<file path="src/rtl/drive_cmd_sequencer.sv">
// Drive command sequencer: arbitrates manual/autonomous commands and applies them
// on PWM frame boundaries, with reversal dwell, watchdog and e-stop handling.
module drive_cmd_sequencer #(
    parameter int unsigned REV_DWELL_FRAMES = 10,
    parameter int unsigned WDOG_FRAMES      = 50
) (
    input  logic       clk,
    input  logic       rst,
    input  logic       frame_tick,
    input  logic       estop,
    input  logic       btn_valid,
    input  logic [1:0] btn_dir,
    input  logic [1:0] btn_thr,
    input  logic       auto_enable,
    input  logic       auto_valid,
    input  logic [1:0] auto_dir,
    input  logic [1:0] auto_thr,
    output logic [1:0] direction,
    output logic [1:0] throttle,
    output logic [1:0] thr_state,
    output logic       src_auto,
    output logic       wdog_expired
);

    typedef enum logic [1:0] {
        ST_STOPPED = 2'd0,
        ST_FWD     = 2'd1,
        ST_REV     = 2'd2,
        ST_DWELL   = 2'd3
    } thrState_t;

    localparam logic [1:0] THR_REV  = 2'd1;
    localparam logic [1:0] THR_FWD  = 2'd2;
    localparam logic [1:0] THR_STOP = 2'd3;
    localparam logic [1:0] DIR_NEUTRAL = 2'd3;

    localparam logic [7:0] LP_DWELL_LAST = 8'(REV_DWELL_FRAMES - 1);
    localparam logic [7:0] LP_WDOG_LAST  = 8'(WDOG_FRAMES - 1);
    localparam logic [7:0] LP_WDOG_FULL  = 8'(WDOG_FRAMES);

    thrState_t  r_state;
    logic [7:0] r_dwellCnt;
    logic       r_dwellToRev;
    logic [1:0] r_direction;
    logic [1:0] r_throttle;
    logic       r_srcAuto;
    logic [7:0] r_wdogCnt;
    logic       r_wdogExpired;
    logic [1:0] r_pendDir;
    logic [1:0] r_pendThr;
    logic       r_pendValid;
    logic       r_pendAuto;

    logic       w_accBtn;
    logic       w_accAuto;
    logic       w_accept;
    logic [1:0] w_cmdDir;
    logic [1:0] w_cmdThr;
    logic [1:0] w_mergedDir;
    logic [1:0] w_mergedThr;
    logic       w_mergedValid;
    logic       w_mergedAuto;
    logic       w_wdogFire;
    thrState_t  w_nextState;
    logic [7:0] w_nextCnt;
    logic       w_nextToRev;

    function automatic logic [1:0] thrCode(input thrState_t s);
        case (s)
            ST_FWD:  thrCode = THR_FWD;
            ST_REV:  thrCode = THR_REV;
            default: thrCode = THR_STOP;
        endcase
    endfunction

    // A command accepted in the tick cycle is merged into what that tick applies.
    assign w_accBtn      = btn_valid & ~estop;
    assign w_accAuto     = auto_valid & auto_enable & ~btn_valid & ~estop;
    assign w_accept      = w_accBtn | w_accAuto;
    assign w_cmdDir      = w_accBtn ? btn_dir : auto_dir;
    assign w_cmdThr      = w_accBtn ? btn_thr : auto_thr;
    assign w_mergedDir   = (w_accept && (w_cmdDir != 2'd0)) ? w_cmdDir : r_pendDir;
    assign w_mergedThr   = (w_accept && (w_cmdThr != 2'd0)) ? w_cmdThr : r_pendThr;
    assign w_mergedValid = w_accept | r_pendValid;
    assign w_mergedAuto  = w_accept ? w_accAuto : r_pendAuto;
    assign w_wdogFire    = frame_tick & ~w_accept & (r_wdogCnt == LP_WDOG_LAST);

    always_comb begin
        w_nextState = r_state;
        w_nextCnt   = r_dwellCnt;
        w_nextToRev = r_dwellToRev;
        if (estop || w_wdogFire) begin
            w_nextState = ST_STOPPED;
            w_nextCnt   = 8'd0;
        end else if (frame_tick) begin
            case (r_state)
                ST_STOPPED: begin
                    if (w_mergedThr == THR_FWD)      w_nextState = ST_FWD;
                    else if (w_mergedThr == THR_REV) w_nextState = ST_REV;
                end
                ST_FWD: begin
                    if (w_mergedThr == THR_STOP) begin
                        w_nextState = ST_STOPPED;
                    end else if (w_mergedThr == THR_REV) begin
                        w_nextState = ST_DWELL;
                        w_nextCnt   = 8'd0;
                        w_nextToRev = 1'b1;
                    end
                end
                ST_REV: begin
                    if (w_mergedThr == THR_STOP) begin
                        w_nextState = ST_STOPPED;
                    end else if (w_mergedThr == THR_FWD) begin
                        w_nextState = ST_DWELL;
                        w_nextCnt   = 8'd0;
                        w_nextToRev = 1'b0;
                    end
                end
                default: begin
                    // Asking for the direction we came from aborts the reversal.
                    if (w_mergedThr == THR_STOP) begin
                        w_nextState = ST_STOPPED;
                        w_nextCnt   = 8'd0;
                    end else if (w_mergedThr == (r_dwellToRev ? THR_FWD : THR_REV)) begin
                        w_nextState = r_dwellToRev ? ST_FWD : ST_REV;
                        w_nextCnt   = 8'd0;
                    end else if (r_dwellCnt == LP_DWELL_LAST) begin
                        w_nextState = r_dwellToRev ? ST_REV : ST_FWD;
                        w_nextCnt   = 8'd0;
                    end else begin
                        w_nextCnt = r_dwellCnt + 8'd1;
                    end
                end
            endcase
        end
    end

    always_ff @(posedge clk) begin
        if (rst) begin
            r_state       <= ST_STOPPED;
            r_dwellCnt    <= 8'd0;
            r_dwellToRev  <= 1'b0;
            r_direction   <= DIR_NEUTRAL;
            r_throttle    <= THR_STOP;
            r_srcAuto     <= 1'b0;
            r_wdogCnt     <= 8'd0;
            r_wdogExpired <= 1'b0;
            r_pendDir     <= 2'd0;
            r_pendThr     <= 2'd0;
            r_pendValid   <= 1'b0;
            r_pendAuto    <= 1'b0;
        end else begin
            r_state      <= w_nextState;
            r_dwellCnt   <= w_nextCnt;
            r_dwellToRev <= w_nextToRev;
            r_throttle   <= thrCode(w_nextState);

            if (estop) begin
                r_direction <= DIR_NEUTRAL;
                r_pendDir   <= 2'd0;
                r_pendThr   <= 2'd0;
                r_pendValid <= 1'b0;
                r_pendAuto  <= 1'b0;
            end else if (frame_tick) begin
                if (w_mergedDir != 2'd0) r_direction <= w_mergedDir;
                if (w_mergedValid)       r_srcAuto   <= w_mergedAuto;
                r_pendDir   <= 2'd0;
                r_pendThr   <= 2'd0;
                r_pendValid <= 1'b0;
                r_pendAuto  <= 1'b0;
            end else if (w_accept) begin
                r_pendDir   <= w_mergedDir;
                r_pendThr   <= w_mergedThr;
                r_pendValid <= 1'b1;
                r_pendAuto  <= w_accAuto;
            end

            // Watchdog counter saturates so it fires exactly once per silence.
            if (w_accept) begin
                r_wdogCnt     <= 8'd0;
                r_wdogExpired <= 1'b0;
            end else if (frame_tick && (r_wdogCnt != LP_WDOG_FULL)) begin
                r_wdogCnt <= r_wdogCnt + 8'd1;
                if (w_wdogFire) r_wdogExpired <= 1'b1;
            end
        end
    end

    assign direction    = r_direction;
    assign throttle     = r_throttle;
    assign thr_state    = r_state;
    assign src_auto     = r_srcAuto;
    assign wdog_expired = r_wdogExpired;

endmodule

</file>
<file path="config.mk">
export PLATFORM = sky130hd
export DESIGN_NAME = drive_cmd_sequencer
export DESIGN_NICKNAME = d
export VERILOG_FILES = /design/src/rtl/drive_cmd_sequencer.sv
export SDC_FILE = /design/constraint.sdc
export NUM_CORES = 1
export LEC_CHECK = 0
export ABC_CLOCK_PERIOD_IN_PS = 2400
export CAP_MARGIN = 20
export CORE_MARGIN = 2
export CORE_UTILIZATION = 56
export CTS_CLUSTER_SIZE = 25
export DETAILED_ROUTE_END_ITERATION = 8
export PLACE_DENSITY_LB_ADDON = 0.12
export SYNTH_ARGS = -nofsm -noshare
export SYNTH_HDL_FRONTEND = slang
export SYNTH_SLANG_ARGS = --single-unit
</file>
<file path="constraint.sdc">
create_clock -name clk -period 2.4 [get_ports clk]
set_input_delay 0.36 -clock clk [delete_from_list [all_inputs] [get_ports clk]]
set_output_delay 0.36 -clock clk [all_outputs]
set_load 0.02 [all_outputs]
</file>
Yosys cells after proc, flatten, opt, wreduce, memory -nomap -nowiden:

Cells that the tools add are included.

* reductions and logical operators: 18
* $add $sub $neg: 2
* bitwise gates (word level): 13
* equal/unequal tests: 15
* muxes and demuxes: 33

Operators with widths (count)
* $mux W8: 7
* $mux W2: 17
* $pmux W8 S3: 1
* $add A8 B1 Y8 const B: 2
* $eq A2 B2 Y1 const B: 4
* $eq A8 B4 Y1 const B: 1
* $eq A8 B6 Y1 const B: 1
* $ne A2 B2 Y1 const B: 4
* $ne A8 B6 Y1 const B: 1
* $reduce_bool A2 Y1: 4
* $reduce_and A7 Y1: 1
* $and A1 B1 Y1: 6
* $eq A2 B1 Y1 const B: 3
* $pmux W2 S3: 1
* $reduce_and A6 Y1: 1
* $reduce_or A2 Y1: 3
* $mux W1: 5
* $not A1 Y1: 5
* $pmux W2 S2: 1
* $reduce_and A2 Y1: 2
* $logic_and A1 B1 Y1: 3
* $reduce_and A3 Y1: 1
* $reduce_or A3 Y1: 1
* $eq A2 B2 Y1: 1
* 4 further kinds: 5

* flip-flop bits (word level): 31
* input port bits: 15
* logic and storage cells: 93

Logic depth before layout (Yosys ltp):

Gate-level depths: netlist of the first run.

* word-level depth: 14
* mapped depth: 8
* depth with buffers taken out: 8

Worst setup path before layout of the first run:

OpenSTA, ideal clock, no wires.

* kind: reg-to-reg
* start: register r_state[0], in the netlist thr_state[0]
* end: register r_throttle[0], in the netlist throttle[0]
* required time: 2273 ps
* arrival: 2116 ps
* slack: 157 ps
* setup time: 127 ps
* cell stages (with the launch flop): 9
* path through: dfxtp_1 > inv_1 > ha_1 > nor2b_1 > o21ai_0 > o211ai_1 > a22o_1 > or3_1 > or3_1

* word-level cells in the longest chain between the ends: 8
* elaborated cells on any way between the ends: 18
* those cells by class: eq/ne: 4; mux: 13; reduce/logical: 1

Ends and longest elaborated chain
* from (decl): RTL line 41 `thrState_t r_state;`
* from (signal assigned): RTL line 153 `r_state <= w_nextState;`
* $mux W2: RTL line 127 `end else if (r_dwellCnt == LP_DWELL_LAST) begin`
* $mux W2: RTL line 124 `end else if (w_mergedThr == (r_dwellToRev ? THR_FWD : THR_REV)) begin`
* $mux W2: RTL line 121 `if (w_mergedThr == THR_STOP) begin`
* $pmux W2 S3: RTL line 96 `case (r_state)`
* $mux W2 (*): RTL line 95 `end else if (frame_tick) begin`
* $mux W2 (*): RTL line 92 `if (estop || w_wdogFire) begin`
* $eq A2 B2 Y1 / $eq A2 B1 Y1 (equally long branches): RTL line 69 `case (s)`
* $pmux W2 S2 (*): RTL line 69
* to (signal assigned): RTL line 156 `r_throttle <= thrCode(w_nextState);`
* to (decl): RTL line 45 `logic [1:0] r_throttle;`

Every way passes the cells marked *; elsewhere a longest branch is shown, timed or not.
A chain may end at the register's enable or synchronous reset.

Final worst setup path of the first run:

* start: input estop
* end: register r_throttle[0], in the netlist throttle[0]

* word-level cells in the longest chain between the ends: 14
* elaborated cells on any way between the ends: 30
* those cells by class: eq/ne: 6; mux: 14; bitwise: 7; reduce/logical: 3

Ends and longest elaborated chain
* from (decl): RTL line 10 `input logic estop,`
* $not A1 Y1 (no source line)
* $and A1 B1 Y1: RTL line 77 `assign w_accBtn = btn_valid & ~estop;`
* $mux W2: RTL line 81 `assign w_cmdThr = w_accBtn ? btn_thr : auto_thr;`
* $reduce_bool A2 Y1: RTL line 83 `assign w_mergedThr = (w_accept && (w_cmdThr != 2'd0)) ? w_cmdThr : r_pendThr;`
* $logic_and A1 B1 Y1: RTL line 83
* $mux W2: RTL line 83
* $eq A2 B2 Y1 (tied with other cells): RTL line 124
* $mux W2, on equally long branches (2 in series)
* $pmux W2 S3: RTL line 96
* $mux W2: RTL line 95
* $mux W2 (*): RTL line 92
* $eq A2 B2 Y1 / $eq A2 B1 Y1 (equally long branches): RTL line 69
* $pmux W2 S2 (*): RTL line 69

Marked as above.

==> results of run 1 <==
[worst paths after layout]
path	startpoint	end	slack, ns	cells past startpoint
min	wdog_expired	wdog_expired	0.48	2
min reg2reg	wdog_expired	wdog_expired	0.48	2
max	estop	throttle[0]	0.14	7
max reg2reg	thr_state[0]	throttle[0]	0.22	8
[cells in the mapped netlist (all sizes together) (5+ instances only)]
| master | instances | area, um^2 |
|---|---|---|
| o21ai | 10 | 57.55 |
| a21oi | 19 | 95.09 |
| dfxtp | 31 | 620.6 |
| nor2b | 8 | 50.05 |
| nor2 | 28 | 105.1 |
| nand2 | 22 | 85.09 |
| or3 | 9 | 56.30 |
| nand3 | 6 | 30.03 |
| inv | 11 | 41.29 |
| ha | 9 | 112.6 |
| o22ai | 5 | 31.28 |
[sequential cells by signal, indices dropped and copies added, names as in the netlist]
register / cells
r_pendThr: 2
thr_state: 2
r_dwellCnt: 8
direction: 2
wdog_expired: 1
throttle: 2
r_pendValid: 1
r_dwellToRev: 1
r_pendDir: 2
src_auto: 1
r_wdogCnt: 8
r_pendAuto: 1
[kinds of logic after synthesis]
kind of cell,share of synthesized area [%]
simple gates,30.67
compound gates,24.21
flops,31.43
buf+inv,3.865
fa+ha+maj,5.704
xor+xnor,3.105
mux,1.014
[power groups by stage]
stage	registers (uW)	clock network [uW]	logic [uW]
6_report	528	409	185
5_1_grt	530	445	202
4_1_cts	528	422	182
3_5_place_dp	540	0	181
3_3_place_gp	539	0	179
2_1_floorplan	541	0	94.1
[per-stage QoR]
| stage | worst slack, ns | utilization [%] | instance area (um^2) |
|---|---|---|---|
| after floorplan | 0.1567 | - | 1974 |
| after global placement | -0.1897 | 72.54 | 2440 |
| after detailed placement | -0.2510 | 72.54 | 2440 |
| after CTS | 0.1219 | 74.96 | 2521 |
| after global routing | 0.04600 | 75.48 | 2539 |
| final | 0.1354 | 75.48 | 2539 |
[metal layers]
metal  part of all wire, %  vias up  GRT usage (%)
met5                     0        -              0
met4                   1.3        0          10.05
met3                   5.3        6          6.071
met2                    46       52          41.32
met1                    47      868          33.82
li1                      -      963              -
[layout make-up]
class                           instances  area (um^2)  area share [%]
Timing Repair Buffer                   50        445.4           17.55
Multi-Input combinational cell        187         1292           50.91
Inverter                               11        41.29           1.626
Clock buffer                            5        37.54           1.479
Sequential cell                        31        620.6           24.45
Clock inverter                          3        43.79           1.725
Tap cell                               46        57.56           2.267
[worst register-to-register path, delay by kind of cell (launching register included)]
kind | cells | cell delay (ns)
buffers and inverters | 1 | 0.11
adder cells (fa/ha/maj) | 1 | 0.24
AND/OR/NAND/NOR | 3 | 0.82
AO/OA/AOI/OAI | 3 | 0.49
flip-flops | 1 | 0.41
[repair_timing]
| item | CTS | global route |
|---|---|---|
| endpoints found under the setup margin | 0 | 2 |
| gates resized for setup | 0 | 4 |
| buffers inserted | 0 | 0 |
==> results.sh, run 1 <==
export IMPL_status="finished clean"
export IMPL_syn_inst=236
export IMPL_postCtsHoldBufs=0
export IMPL_portBuffers=22
export IMPL_slew_viol_final=0
export IMPL_combPwrFrac_pct=16.5
export IMPL_grt_antenna_before_repair=0
export IMPL_clkTransAtPathRegs_ns=0.10
export IMPL_required_ns=2.63
export IMPL_fin_crit_ns=2.265
export IMPL_clkPwrFrac_pct=36.4
export IMPL_clockBufferDepth=2
export IMPL_cap_violations=0
export IMPL_yosysSeqAreaShare_pct=31.43
export IMPL_critPathCaptureType="flip-flop"
export IMPL_worst_endpoint_arrival_ns=2.49
export IMPL_fin_crit_sh_pct=94.36
export IMPL_wl_per_cell_um=14.09
export IMPL_cp_slowest_cell="clkdlybuf4s50_1"
export IMPL_synth_nets=260
export IMPL_p_sw_uw=288.8
export IMPL_clk_latency_ns=0.34
export IMPL_max_freq_ghz=0.4416
export IMPL_first_pass_iters=4
export IMPL_crit_buf_inv=1
export IMPL_drtAntennaViolNets=0
export IMPL_yosysWarnings=0
export IMPL_syn_to_final_growth_pct=28.58
export IMPL_grt_max_degree=13
export IMPL_p_int_uw=833.3
export IMPL_syn_area_mm2=0.001974
export IMPL_gp_congestion=0.9328
export IMPL_dieArea_mm2=0.004016
export IMPL_track_usage_pct=25.91
export IMPL_drtIter0Drc=166
export IMPL_p_per_area_mw_per_mm2=442.0
export IMPL_synth_main_ff_cell="dfxtp_1"
export IMPL_hold_path_class="flip-flop to flip-flop"
export IMPL_switching_share_pct=25.74
export IMPL_rows=21
export IMPL_critPathMaxFanout=6
export IMPL_grt_overflow=0
export IMPL_cp_common_cell="or3_1"
export IMPL_fill_cells=263
export IMPL_leakage_uw=0.0009425
export IMPL_grt_first_pass_wirelength_mm=8.431
export IMPL_antenna_cells=0
export IMPL_cts_buffers=5
export IMPL_timing_slew_headroom_pct=62.38
export IMPL_grt_pass1_vias=1890
export IMPL_synth_distinct_cells=61
export IMPL_finalNonFillerCells=333
export IMPL_drc=0
export IMPL_die_y_um=63.38
export IMPL_place_inst=325
export IMPL_vias=1889
export IMPL_die_w_um=63.38
export IMPL_htreeDepth=2
export IMPL_core_area_mm2=0.003363
export IMPL_worst_pin_slew_ns=0.5600
export IMPL_mostFrequentLayoutCells="31 x dfxtp_1, 28 x nor2_1, 27 x buf_4"
export IMPL_clockRootBuffer="clkbuf_4"
export IMPL_hold_viol=0
export IMPL_critical_path_startpoint_type="input port"
export IMPL_synth_edf_count=0
export IMPL_clock_skew_final_ns=0.007280
export IMPL_peakVddDrop_mv=0.4972
export IMPL_finalNetCount=310
export IMPL_rsz0062_at_grt="false"
export IMPL_start_util_pct=58.71
export IMPL_path_cells="clkdlybuf4s50_1 -> nand3b_1 -> o211ai_2 -> a21bo_2 -> a31oi_1 -> or3_1 -> or3_1"
export IMPL_io_pins=23
export IMPL_total_power_uw=1122
export IMPL_final_common_cell="dfxtp_1"
export IMPL_vias_per_cell=5.673
export IMPL_setup_viol=0
export IMPL_async_reset_ff_share_pct=0
export IMPL_cts_tree="yes"
export IMPL_ys_ff_latch=31
export IMPL_clkSinkCount=31
export IMPL_setup_tns_ns=0
export IMPL_totalWireLength_mm=4.693
export IMPL_p_seq_share_pct=47.1
export IMPL_final_layout_size_suffix_gt1_share_pct=20.56
export IMPL_dp_hpwl_mm=3.622
export IMPL_max_stage_delay_ns=0.50
export IMPL_hold_slack_ns=0.4793
export IMPL_synth_area_per_cell_um2=8.366
export IMPL_crit_type="input port to flip-flop"
export IMPL_crit_family="simple AND/OR/NAND/NOR gates"
Power figures use the tool's default switching activity.
==> run 2: changes to the inputs <==
Settings changed: CELL_PAD_IN_SITES_DETAIL_PLACEMENT set to 0, CELL_PAD_IN_SITES_GLOBAL_PLACEMENT set to 2, CORE_UTILIZATION 56 to 33.
==> results.sh, run 2 (synthesis gave the netlist of run 1 again) <==
export IMPL_final_common_cell="buf_4"
export IMPL_crit_family="compound AO/OA/AOI/OAI gates"
export IMPL_hold_viol=0
export IMPL_die_y_um=81.35
export IMPL_drtIter0Drc=57
export IMPL_gp_congestion=0.7988
export IMPL_die_w_um=81.35
export IMPL_antenna_cells=0
export IMPL_cts_tree="yes"
export IMPL_clockBufferDepth=2
export IMPL_wl_per_cell_um=13.56
export IMPL_htreeDepth=2
export IMPL_start_util_pct=33.75
export IMPL_critPathCaptureType="flip-flop"
export IMPL_critPathMaxFanout=5
export IMPL_drc=0
export IMPL_crit_type="input port to flip-flop"
export IMPL_postCtsHoldBufs=0
export IMPL_clkTransAtPathRegs_ns=0.07
export IMPL_stdcell_area_mm2=0.002674
export IMPL_grt_first_pass_wirelength_mm=8.500
export IMPL_p_sw_uw=298.5
export IMPL_clockRootBuffer="clkbuf_8"
export IMPL_core_area_mm2=0.005851
export IMPL_place_inst=361
export IMPL_worst_endpoint_arrival_ns=2.43
export IMPL_grt_pass1_vias=1826
export IMPL_timing_slew_headroom_pct=64.98
export IMPL_p_int_uw=1035
export IMPL_setup_viol=0
export IMPL_layout_setup_ws_ns=0.1305
export IMPL_mostFrequentLayoutCells="34 x buf_4, 31 x dfxtp_1, 28 x nor2_1"
export IMPL_final_layout_size_suffix_gt1_share_pct=21.77
export IMPL_clkPwrFrac_pct=46.1
export IMPL_total_power_uw=1334
export IMPL_first_pass_iters=4
export IMPL_drtAntennaViolNets=0
export IMPL_grt_overflow=0
export IMPL_hold_path_class="flip-flop to flip-flop"
export IMPL_fin_crit_sh_pct=94.56
export IMPL_clk_latency_ns=0.28
export IMPL_critical_path_startpoint_type="input port"
export IMPL_required_ns=2.56
export IMPL_post_cts_buffers=0
export IMPL_combPwrFrac_pct=14.3
export IMPL_dpl_instance_area_mm2=0.002529
export IMPL_leakage_uw=0.0009938
export IMPL_fin_crit_ns=2.269
export IMPL_cp_slowest_cell="clkdlybuf4s50_1"
export IMPL_largestRegisters="r_dwellCnt x8, r_wdogCnt x8"
export IMPL_vias=1849
export IMPL_cap_violations=0
export IMPL_p_seq_share_pct=39.6
export IMPL_crit_buf_inv=1
export IMPL_clock_skew_final_ns=0.005513
export IMPL_syn_to_final_growth_pct=35.42
export IMPL_path_cells="clkdlybuf4s50_1 -> and4b_4 -> o31ai_2 -> nor2_1 -> a311o_1 -> a311oi_2 -> nand3_1"
export IMPL_p_per_area_mw_per_mm2=498.7
export IMPL_io_pins=23
export IMPL_totalWireLength_mm=5.003
export IMPL_finalNonFillerCells=369
export IMPL_rows=28
export IMPL_max_freq_ghz=0.4406
export IMPL_rsz0062_at_grt="false"
export IMPL_portBuffers=22
export IMPL_grt_max_degree=13
export IMPL_dieArea_mm2=0.006618
export IMPL_worst_pin_slew_ns=0.5206
export IMPL_cts_buffers=5
export IMPL_max_stage_delay_ns=0.47
export IMPL_status="finished clean"
export IMPL_vias_per_cell=5.011
export IMPL_place_ws_ns=-0.2362
export IMPL_rrSetupSlack_ns=0.26
export IMPL_dp_hpwl_mm=3.863
export IMPL_track_usage_pct=16.50
export IMPL_finalNetCount=317
export IMPL_clkSinkCount=31
export IMPL_switching_share_pct=22.38
export IMPL_grt_antenna_before_repair=0
export IMPL_slew_viol_final=0
export IMPL_peakVddDrop_mv=0.3070
-- run 2: cell types whose count changed in the layout (fill, tap and decap cells not counted), sizes merged --
cell and change:
buf +7, bufinv +1, clkbuf +1, clkinv -2
-- run 2: worst paths after layout --
kind | start | endpoint | cells after the start
max reg2reg | thr_state[0] | throttle[0] | 7
min | wdog_expired | wdog_expired | 2
min reg2reg | wdog_expired | wdog_expired | 2
max | auto_valid | throttle[1] | 7
-- run 2: what timing repair did --
item	CTS	global route
resized for setup	0	3
endpoints found under the setup margin	0	10
hold endpoints to repair	0	0
-- run 2: power groups by stage --
stage | Clock [uW] | Combinational (uW) | Sequential, uW
floorplan | 0 | 94.1 | 541
global placement | 0 | 193 | 539
detailed placement | 0 | 190 | 540
CTS | 628 | 192 | 528
global route | 648 | 212 | 528
finish | 614 | 191 | 528
-- run 2: layout make-up --
| type | instances | area, um^2 |
|---|---|---|
| Sequential cell | 31 | 620.6 |
| Clock inverter | 2 | 60.06 |
| Tap cell | 75 | 93.84 |
| Fill cell | 596 | 3177 |
| Multi-Input combinational cell | 187 | 1287 |
| Inverter | 11 | 41.29 |
| Clock buffer | 6 | 72.57 |
| Timing Repair Buffer | 57 | 498.0 |
-- run 2: per-stage QoR --
stage	hold slack [ns]	util, %	TNS (ns)
final	0.4709	45.70	0
after global routing	0.5122	45.70	0
after CTS	0.4782	45.49	0
after detailed placement	0.4641	43.22	-2.434
after global placement	0.4462	43.22	-2.297
after floorplan	0.4321	-	0
-- run 2: per-layer routing --
layer	wire, um	track usage (%)	up-vias	share of wire [%]
li1	-	-	977	-
met1	2487	21.28	840	50
met2	2282	27.79	26	46
met3	156	2.667	6	3.1
met4	76	5.593	0	1.5
met5	0	0	-	0
-- run 2: worst reg2reg max path: stages (launching register included) --
cell and delay (ns):
dfxtp_1 0.34, ha_1 0.28, nor2b_1 0.16, o21ai_0 0.20
o211ai_1 0.11, a22o_1 0.24, or3_1 0.35, or3_1 0.35
